`src/rtl/muldiv_pkg.sv`:
```
// Shared types for the execute-stage multiply/divide sequencer.
//   muldiv_op_t : operation encoding carried on req_op
//   md_state_t  : sequencer state
//   md_hilo_t   : {hi, lo} result word
// Helper functions decode operation classes and form 32-bit magnitudes.
package muldiv_pkg;

    typedef enum logic [1:0] {
        MD_MULT  = 2'd0,
        MD_MULTU = 2'd1,
        MD_DIV   = 2'd2,
        MD_DIVU  = 2'd3
    } muldiv_op_t;

    typedef enum logic [1:0] {
        ST_IDLE = 2'd0,
        ST_MUL  = 2'd1,
        ST_DIV  = 2'd2,
        ST_DONE = 2'd3
    } md_state_t;

    localparam int MD_DIV_ITERS = 32;

    typedef struct packed {
        logic [31:0] hi;
        logic [31:0] lo;
    } md_hilo_t;

    function automatic logic op_is_signed(input muldiv_op_t op);
        return (op == MD_MULT) || (op == MD_DIV);
    endfunction

    function automatic logic op_is_div(input muldiv_op_t op);
        return (op == MD_DIV) || (op == MD_DIVU);
    endfunction

    // Magnitude of a 32-bit operand; 0x80000000 maps to itself and is
    // then treated as an unsigned magnitude downstream.
    function automatic logic [31:0] abs32(input logic [31:0] v, input logic neg);
        return neg ? (~v + 32'd1) : v;
    endfunction

endpackage

```
`src/rtl/muldiv_ctrl_div_iter.sv`:
```
// Radix-2 restoring divider, one quotient bit per cycle.
// Ports:
//   clk, reset          clock, asynchronous active-high reset
//   start               load dividend/divisor and begin MD_DIV_ITERS steps
//   abort               cancel any running division (wins over start)
//   dividend, divisor   unsigned 32-bit operands sampled on start
//   done                high during the cycle that performs the final step
//   q, r                quotient/remainder produced by this cycle's step;
//                       meaningful only while done is high
// A zero divisor never borrows, so the quotient fills with ones and the
// dividend shifts through unchanged into the remainder.
module div_iter
    import muldiv_pkg::*;
(
    input  logic        clk,
    input  logic        reset,
    input  logic        start,
    input  logic        abort,
    input  logic [31:0] dividend,
    input  logic [31:0] divisor,
    output logic        done,
    output logic [31:0] q,
    output logic [31:0] r
);

    localparam int CNT_W = 6;

    logic             run_q, run_d;
    logic [CNT_W-1:0] cnt_q, cnt_d;
    logic [63:0]      rem_q, rem_d;   // {partial remainder, dividend/quotient}
    logic [31:0]      dsr_q, dsr_d;

    logic [32:0]      trial;
    logic [63:0]      step;

    // The shifted partial remainder can briefly need 33 bits, so the trial
    // subtraction looks at rem_q[63:31] before the shift is committed.
    always_comb begin
        trial = rem_q[63:31] - {1'b0, dsr_q};
        if (trial[32]) begin
            step = {rem_q[62:0], 1'b0};
        end else begin
            step = {trial[31:0], rem_q[30:0], 1'b1};
        end
    end

    // Outputs come straight from the final step so the controller can
    // register the corrected result on the same edge the divider finishes.
    assign done = run_q && (cnt_q == CNT_W'(1));
    assign q    = step[31:0];
    assign r    = step[63:32];

    always_comb begin
        run_d = run_q;
        cnt_d = cnt_q;
        rem_d = rem_q;
        dsr_d = dsr_q;
        if (abort) begin
            run_d = 1'b0;
            cnt_d = '0;
        end else if (start) begin
            run_d = 1'b1;
            cnt_d = CNT_W'(MD_DIV_ITERS);
            rem_d = {32'd0, dividend};
            dsr_d = divisor;
        end else if (run_q) begin
            rem_d = step;
            cnt_d = cnt_q - CNT_W'(1);
            if (cnt_q == CNT_W'(1)) begin
                run_d = 1'b0;
            end
        end
    end

    always_ff @(posedge clk or posedge reset) begin
        if (reset) begin
            run_q <= 1'b0;
            cnt_q <= '0;
            rem_q <= '0;
            dsr_q <= '0;
        end else begin
            run_q <= run_d;
            cnt_q <= cnt_d;
            rem_q <= rem_d;
            dsr_q <= dsr_d;
        end
    end

endmodule

```
`src/rtl/muldiv_ctrl.sv`:
```
// Sequencer for the shared multi-cycle multiply/divide unit.
// Parameters:
//   MUL_STAGES   product pipeline depth, 1..8
// Ports:
//   clk, reset   clock, asynchronous active-high reset
//   req_valid    per-lane request (lane 1 is older and wins)
//   req_op       per-lane muldiv_op_t
//   req_a/b      per-lane bypassed operands
//   stall_in     downstream stall; holds a finished result
//   flush        cancels any in-flight or held operation
//   busy         combinational execute-stage wait request
//   res_valid    res_hilo valid; res_lane names the owning lane
//   res_hilo     {HI, LO}
// Operands are reduced to magnitudes at acceptance; signs are re-applied
// when the result is registered on entry to DONE.
module muldiv_ctrl
    import muldiv_pkg::*;
#(
    parameter int MUL_STAGES = 3
) (
    input  logic             clk,
    input  logic             reset,
    input  logic [1:0]       req_valid,
    input  logic [1:0][1:0]  req_op,
    input  logic [1:0][31:0] req_a,
    input  logic [1:0][31:0] req_b,
    input  logic             stall_in,
    input  logic             flush,
    output logic             busy,
    output logic             res_valid,
    output logic             res_lane,
    output logic [63:0]      res_hilo
);

    localparam int CNT_W = 3;   // holds MUL_STAGES-1 for depths up to 8

    md_state_t        state_q, state_d;
    logic [CNT_W-1:0] cnt_q, cnt_d;
    logic             lane_q, lane_d;
    logic             na_q, na_d;
    logic             nb_q, nb_d;
    logic             res_valid_q, res_valid_d;
    logic             res_lane_q, res_lane_d;
    md_hilo_t         res_hilo_q, res_hilo_d;

    // ---------------------------------------------------------------
    // Request selection: lane 1 wins whenever it is requesting.
    // ---------------------------------------------------------------
    logic        sel_lane;
    muldiv_op_t  sel_op;
    logic [31:0] sel_a, sel_b;
    logic        sel_na, sel_nb;
    logic [31:0] mag_a, mag_b;
    logic        accept;
    logic        div_start;

    assign sel_lane  = req_valid[1];
    assign sel_op    = muldiv_op_t'(req_op[sel_lane]);
    assign sel_a     = req_a[sel_lane];
    assign sel_b     = req_b[sel_lane];
    assign sel_na    = op_is_signed(sel_op) & sel_a[31];
    assign sel_nb    = op_is_signed(sel_op) & sel_b[31];
    assign mag_a     = abs32(sel_a, sel_na);
    assign mag_b     = abs32(sel_b, sel_nb);

    assign accept    = (state_q == ST_IDLE) && (|req_valid) && !flush;
    assign div_start = accept && op_is_div(sel_op);

    assign busy      = accept || (state_q == ST_MUL) || (state_q == ST_DIV);

    // ---------------------------------------------------------------
    // Multiplier pipe. Stage 0 captures the product at acceptance, so
    // the last stage holds it during the final MUL cycle; the stage
    // registers are there for synthesis to retime the multiplier into.
    // ---------------------------------------------------------------
    logic [63:0] mul_prod;
    logic        mul_vld;

    generate
        for (genvar gi = 0; gi < MUL_STAGES; gi++) begin : g_pipe
            logic [63:0] prod_d, prod_q;
            logic        vld_d, vld_q;

            if (gi == 0) begin : g_head
                assign prod_d = 64'(mag_a) * 64'(mag_b);
                assign vld_d  = accept && !op_is_div(sel_op);
            end else begin : g_tail
                assign prod_d = g_pipe[gi-1].prod_q;
                assign vld_d  = g_pipe[gi-1].vld_q && !flush;
            end

            always_ff @(posedge clk or posedge reset) begin
                if (reset) begin
                    prod_q <= '0;
                    vld_q  <= 1'b0;
                end else begin
                    prod_q <= prod_d;
                    vld_q  <= vld_d;
                end
            end
        end
    endgenerate

    assign mul_prod = g_pipe[MUL_STAGES-1].prod_q;
    assign mul_vld  = g_pipe[MUL_STAGES-1].vld_q;

    // ---------------------------------------------------------------
    // Divider
    // ---------------------------------------------------------------
    logic        div_done;
    logic [31:0] div_q, div_r;

    div_iter u_div (
        .clk      (clk),
        .reset    (reset),
        .start    (div_start),
        .abort    (flush),
        .dividend (mag_a),
        .divisor  (mag_b),
        .done     (div_done),
        .q        (div_q),
        .r        (div_r)
    );

    // ---------------------------------------------------------------
    // Sign correction. Remainder follows the dividend's sign.
    // ---------------------------------------------------------------
    md_hilo_t mul_res, div_res;

    assign mul_res    = (na_q ^ nb_q) ? -mul_prod : mul_prod;
    assign div_res.lo = (na_q ^ nb_q) ? -div_q : div_q;
    assign div_res.hi = na_q ? -div_r : div_r;

    // ---------------------------------------------------------------
    // Sequencer
    // ---------------------------------------------------------------
    always_comb begin
        state_d     = state_q;
        cnt_d       = cnt_q;
        lane_d      = lane_q;
        na_d        = na_q;
        nb_d        = nb_q;
        res_valid_d = res_valid_q;
        res_lane_d  = res_lane_q;
        res_hilo_d  = res_hilo_q;

        case (state_q)
            ST_IDLE: begin
                if (accept) begin
                    lane_d = sel_lane;
                    na_d   = sel_na;
                    nb_d   = sel_nb;
                    if (op_is_div(sel_op)) begin
                        state_d = ST_DIV;
                    end else begin
                        state_d = ST_MUL;
                        cnt_d   = CNT_W'(MUL_STAGES - 1);
                    end
                end
            end
            ST_MUL: begin
                if (cnt_q != '0) begin
                    cnt_d = cnt_q - CNT_W'(1);
                end else if (mul_vld) begin
                    state_d     = ST_DONE;
                    res_valid_d = 1'b1;
                    res_lane_d  = lane_q;
                    res_hilo_d  = mul_res;
                end
            end
            ST_DIV: begin
                if (div_done) begin
                    state_d     = ST_DONE;
                    res_valid_d = 1'b1;
                    res_lane_d  = lane_q;
                    res_hilo_d  = div_res;
                end
            end
            ST_DONE: begin
                if (!stall_in) begin
                    state_d     = ST_IDLE;
                    res_valid_d = 1'b0;
                end
            end
            default: begin
                state_d = ST_IDLE;
            end
        endcase

        // Flush overrides everything, including a result being held.
        if (flush) begin
            state_d     = ST_IDLE;
            cnt_d       = '0;
            res_valid_d = 1'b0;
            res_lane_d  = 1'b0;
            res_hilo_d  = '0;
        end
    end

    always_ff @(posedge clk or posedge reset) begin
        if (reset) begin
            state_q     <= ST_IDLE;
            cnt_q       <= '0;
            lane_q      <= 1'b0;
            na_q        <= 1'b0;
            nb_q        <= 1'b0;
            res_valid_q <= 1'b0;
            res_lane_q  <= 1'b0;
            res_hilo_q  <= '0;
        end else begin
            state_q     <= state_d;
            cnt_q       <= cnt_d;
            lane_q      <= lane_d;
            na_q        <= na_d;
            nb_q        <= nb_d;
            res_valid_q <= res_valid_d;
            res_lane_q  <= res_lane_d;
            res_hilo_q  <= res_hilo_d;
        end
    end

    assign res_valid = res_valid_q;
    assign res_lane  = res_lane_q;
    assign res_hilo  = res_hilo_q;

endmodule

```
`config.mk`:
```
export PLATFORM = sky130hd
export DESIGN_NAME = muldiv_ctrl
export DESIGN_NICKNAME = d
export VERILOG_FILES = /design/src/rtl/muldiv_pkg.sv /design/src/rtl/muldiv_ctrl_div_iter.sv /design/src/rtl/muldiv_ctrl.sv
export SDC_FILE = /design/constraint.sdc
export NUM_CORES = 2
export LEC_CHECK = 0
export ABC_AREA = 0
export BUFFER_PORTS_ARGS = -buffer_cell sky130_fd_sc_hd__buf_2
export CAP_MARGIN = 20
export CORE_MARGIN = 3
export CORE_UTILIZATION = 35
export DETAILED_ROUTE_END_ITERATION = 10
export PLACE_DENSITY = 0.53
export SYNTH_ARGS = -nofsm -noshare
export SYNTH_HDL_FRONTEND = slang
export SYNTH_SLANG_ARGS = --single-unit
```
`constraint.sdc`:
```
create_clock -name clk -period 12.7 [get_ports clk]
set_input_delay 2.54 -clock clk [delete_from_list [all_inputs] [get_ports clk]]
set_output_delay 2.54 -clock clk [all_outputs]
set_load 0.02 [all_outputs]
```
# == Word-level counts from Yosys, hierarchy flattened ==
# Index checks and enable logic that the tools add are counted.
# classes
n_mul,1
addsub,8
n_eq_ne,13
n_mux,50
n_bitwise,6
magnitude_cmp,1
n_reduce_logical,29
# op_table
operator,count
$mux W64,8
$mux W32,8
$pmux W64 S2,1
$add A32 B1 Y32 const B,2
$mul A32 B32 Y64,1
$neg A32 Y32,2
$neg A64 Y64,1
$not A32 Y32,2
$sub A33 B32 Y33,1
$mux W2,9
$mux W6,3
$ne A3 B3 Y1 const B,6
$mux W1,13
$mux W3,4
$reduce_bool A3 Y1,4
$reduce_and A5 Y1,2
$eq A2 B2 Y1 const B,4
$pmux W2 S4,1
$reduce_and A4 Y1,2
$logic_and A1 B1 Y1,7
$eq A6 B1 Y1 const B,1
$pmux W3 S2,1
$reduce_and A2 Y1,3
$sub A6 B1 Y6 const B,1
15 further kinds,21
# word_totals
in_bits,138
reg_bits,372
output_inout_bits,67
word_cells,127

# == Depth between registers and ports, before layout ==
# depth
ltp_word,8
depth_mapped,48
mapped_depth_nobuf,39

# == By module ==
# From an unflattened synthesis, not the netlist that was laid out.
# unflattened
cells_unflattened,5788
hier_area_um2,51748.4
# by_module_without_submodules
mod,n_inst,cells_per_inst,area_per_inst_um2,seq_area_each_um2
muldiv_ctrl,1,5047,45167.1,6731.5
div_iter,1,741,6581.3,2577.5

# == Least setup slack after synthesis ==
# No wires, ideal clock.
# synth_path
path_type,input port to flip-flop
from,in req_valid[1]
to,reg g_pipe[0].prod_q[62]
path_buffers,9
setup_time_ns,0.123
t_arrival_ns,13.780
path_slack_ns,-1.203
cell_stages,43
required_time_ns,12.577
path_cell_list,buf_2 > buf_2 > buf_2 > buf_2 > buf_2 > buf_1 > clkbuf_1 > mux2_2 > clkinv_1 > clkbuf_1 > ha_1 > inv_1 > nor2_1 > nand2_1 > or2_2 > and4bb_2 > and2_1 > a21oi_1 > [7 not listed] > fa_1 > inv_1 > fa_1 > inv_1 > fa_1 > fa_1 > fa_1 > inv_1 > ha_1 > nand3_1 > nor2_1 > nand3_1 > or4_1 > a2111oi_0 > nor3_1 > o31ai_1 > a31oi_1 > xnor2_1
# synth_via
elab_chain_len,7
word_cells_on_any_way,18
classes_between,add/sub: 2; mul: 1; eq/ne: 1; mux: 8; bitwise: 4; reduce/logical: 2
# synth_lines
item,line_no,source
from (decl),muldiv_ctrl.sv:23,"input logic [1:0] req_valid,"
"parallel branches: the longest is 6 deep, another holds $add A32 B1 Y32",-,
$mul A32 B32 Y64 *,muldiv_ctrl.sv:85,assign prod_d = 64'(mag_a) * 64'(mag_b);
named net g_pipe[0].prod_d[62],muldiv_ctrl.sv:81,"logic [63:0] prod_d, prod_q;"
to (signal assigned),muldiv_ctrl.sv:97,prod_q <= prod_d;
to (decl),muldiv_ctrl.sv:81,
# Mark *: on every way through the listed nets, which the timed path passes. The select of a mux whose other input is x is not followed.
# A chain may end at the register's enable or synchronous reset.

# == Final worst setup path ==
# layout_path
from,in req_valid[1]
to,reg g_pipe[0].prod_q[60]
# Same word-level chain as after synthesis.

==> qor.yml <==
yosys:
  ys_async_sr_fraction_pct: 100
  synth-xor-area-share_pct: 5.18
  yosys.area.top_type_share_pct: 34.3
  yosysUniqueCellTypes: 89
  syn_avg_cell_area_um2: 8.92
  syn_inst: 5878
  yosys.area_share.adder_pct: 41.6
  yosys-top-cells-area: "fa_1 34%, dfrtp_1 18%, ha_1 7.4%, inv_1 7.0%, nor2_1 5.5%"
  synthSimpleGateAreaFrac_pct: 14.8
  synth_nets: 7221
  synth-compound-area-share_pct: 10.2
  synth_top_family_by_area: "adder cells"
  yosysWarnings: 0
  ys.flop_type: "dfrtp_1"
  synth_seq_area_share_pct: 17.8
  synth.area.mux_share_pct: 1.40
  ys_ff_latch: 372
  yosysTopAreaCell: "fa_1"
  synth_edf_count: 0
  netlist_area_um2: 52400
die:
  core_area_um2: 148000
  io_pins: 205
  fp.dieArea_um2: 154000
  fp.dieH_um: 393
  rows: 141
  die_w_um: 393
  start_util_pct: 35.4
sta:
  timing.slew.headroom_pct: 25.3
  rsz0062_at_grt: "false"
  fmax_ghz: 0.0821
  fin_crit_sh_pct: 95.9
  fin_crit_ns: 12.19
  fin_worst_skew_ns: 0.0195
  setup_tns_ns: 0
  slew_viol_final: 0
  hold_violations: 0
  worst_slew_pin_slew_ns: 1.09
  setup_viol: 0
setup_path:
  path_max_fanout: 33
  cp_slowest_stage_delay_ns: 0.56
  path_class: "in -> reg"
  critPathArrivalTime_ns: 12.65
  critPathCaptureType: "flop"
  crit_slowest_cell: "fa_1"
  required_ns: 13.16
  r2r-start: "u_div.rem_q[31]$_DFFE_PP0P_"
  cp_num_buf_inv: 10
  cp_top_family: "adder cells"
  critPathMostFrequentCell: "fa_1"
  startpoint_type: "input port"
  crit_path_start: "req_valid[1]"
clock_tree:
  post_cts_resized: 0
  cts_hold_buf: 0
  numCtsBuffers: 34
  cts_tree: "built"
  cts_setup_buffers: 0
  h-tree-depth: 2
  clkTransAtPathRegs_ns: 0.08
  clkLatencyLatePin_ns: 0.55
  clk_path_buf_depth: 3
  cts.sinks: 372
  clockRootBuffer: "clkbuf_16"
place:
  gp_congestion: 1.01
  dp_cells: 8155
  placed_cell_area_um2: 59000
  post-dp-hpwl_um: 174000
  port_buffers: 204
drt:
  initialDrtViolationCount: 3794
  wirelength_um: 209000
  dr.pass1.iters: 6
  drt-vias-per-instance: 5.31
  routedWlPerCell_um: 25.4
  ant_nets: 0
  drc: 0
  vias: 43700
grt:
  grt_pass1_wl_um: 308000
  grt_overflow: 0
  antenna_found_initial: 20
  grt_max_degree: 153
  track_usage_pct: 27.4
  first_global_vias: 45200
job:
  drv_cap: 0
hold_path:
  hp-start: "g_pipe[1].prod_q[32]$_DFF_PP0_"
  hp-class: "reg -> reg"
cells_and_area:
  areaGrowthSynthToFinish_pct: 14.9
  final_cells: 8229
  final_area_um2: 60200
  nets: 7606
  fillers: 15000
  utilization_pct: 40.6
  drive_gt1_share_pct: 12.7
status:
  status: "finished clean"
placed cells by master (no fill, tap or decap), types with 25 or more instances in the layout:
cell / netlist / final
clkbuf_16: 0 / 35
inv_1: 974 / 973
nor2_1: 768 / 764
buf_12: 0 / 39
ha_1: 308 / 307
a22oi_1: 47 / 46
and3_1: 26 / 25
buf_4: 0 / 385
buf_2: 28 / 204
a21o_1: 58 / 58
xor2_1: 140 / 114
o21ai_0: 238 / 233
o31ai_1: 30 / 29
a21oi_1: 191 / 191
dfrtp_1: 372 / 372
a31oi_1: 29 / 29
or3_1: 29 / 29
fa_1: 897 / 897
mux2i_1: 69 / 69
nor3_1: 85 / 84
a211oi_1: 35 / 35
xnor2_2: 0 / 33
nand2b_1: 53 / 52
nor2b_1: 25 / 25
xnor2_1: 170 / 137
nand3_1: 39 / 39
nand2_1: 696 / 696
synthesized netlist by cell type, types with 9 or more instances:
master and count:
nor4_1 19, nand4_1 21, and3_1 26, nand2b_1 53, nand3_1 39, fa_1 897, nor2b_1 25, o211ai_1 24
or3_1 29, a211oi_1 35, o41ai_1 13, a21oi_1 191, a21o_1 58, o21bai_1 12, inv_1 974, and2_1 19
a22oi_1 47, nor2_1 768, nor3_1 85, dfrtp_1 372, a31oi_1 29, xnor2_1 170, o21ai_0 238, nor3b_1 9
buf_2 28, nand2_1 696, o21a_1 17, mux2i_1 69, xor2_1 140, a22o_1 17, ha_1 308, clkbuf_1 242
or4_1 11, o31ai_1 30, buf_1 12
cells by family after synthesis:
logic type	Yosys count
AND/OR/NAND/NOR	1832
multiplexers	72
adder cells (fa/ha/maj)	1205
buffers and inverters	1259
flip-flops	372
XOR/XNOR	310
AO/OA/AOI/OAI	828
through the flow:
step / setup WS, ns / hold WS, ns
3_5_place_dp: 0.0669 / 0.335
5_1_grt: 0.00180 / 0.333
3_3_place_gp: 0.118 / 0.332
4_1_cts: 0.638 / 0.330
6_report: 0.514 / 0.331
2_1_floorplan: -0.0419 / 0.331
worst paths after layout:
path | to | slack [ns] | cells past startpoint
min in group asynchronous | cnt_q[2]$_DFFE_PP0P_ | 2.16 | 3
min reg2reg | g_pipe[2].prod_q[32]$_DFF_PP0_ | 0.33 | 0
max | g_pipe[0].prod_q[60]$_DFF_PP0_ | 0.51 | 38
max reg2reg | res_hilo[60]$_DFFE_PP0P_ | 5.90 | 22
min | g_pipe[2].prod_q[32]$_DFF_PP0_ | 0.33 | 0
max in group asynchronous | u_div.rem_q[18]$_DFFE_PP0P_ | 9.13 | 4
registers in the layout, indices dropped and copies added, names as in the netlist, 2 cells and up:
signal and count:
g_pipe.prod_q 192, res_hilo 64, u_div.rem_q 64, u_div.dsr_q 32, u_div.cnt_q 6, cnt_q 3, g_pipe.vld_q 3, state_q 2
worst reg2reg max path, cell delays in order (launching register included):
cell and delay, ns:
dfrtp_1 0.46, inv_1 0.09, ha_1 0.18, inv_1 0.06
fa_1 0.42, a21o_1 0.21, and4_1 0.27, o211ai_1 0.50
nand4_1 0.16, and3_2 0.22, buf_4 0.24, inv_2 0.11
buf_4 0.51, mux2i_1 0.35, ha_1 0.28, o21ai_0 0.13
a2111oi_2 0.42, o211ai_1 0.24, nor4_1 0.32, a21oi_1 0.28
o41ai_1 0.82, xor2_1 0.28, o21ai_0 0.11
cell type report:
class | instances | area [um^2] | share of cell area [%]
Clock buffer | 42 | 952 | 1.58
Clock inverter | 17 | 204 | 0.339
Inverter | 977 | 3670 | 6.10
Antenna cell | 13 | 32.5 | 0.0540
Timing Repair Buffer | 631 | 4740 | 7.88
Multi-Input combinational cell | 4247 | 38900 | 64.6
Tap cell | 1930 | 2410 | 4.01
Sequential cell | 372 | 9310 | 15.5
metal layers:
layer | wire [um] | part of all wire, % | track usage [%]
met2 | 88500 | 42 | 40.8
met4 | 7870 | 3.8 | 8.84
met3 | 20500 | 9.8 | 6.45
met5 | 91 | 0.043 | 0
met1 | 92400 | 44 | 39.1
Power is not shown: default switching activity piles up to over one toggle a cycle in this logic, so the estimate is an artifact.
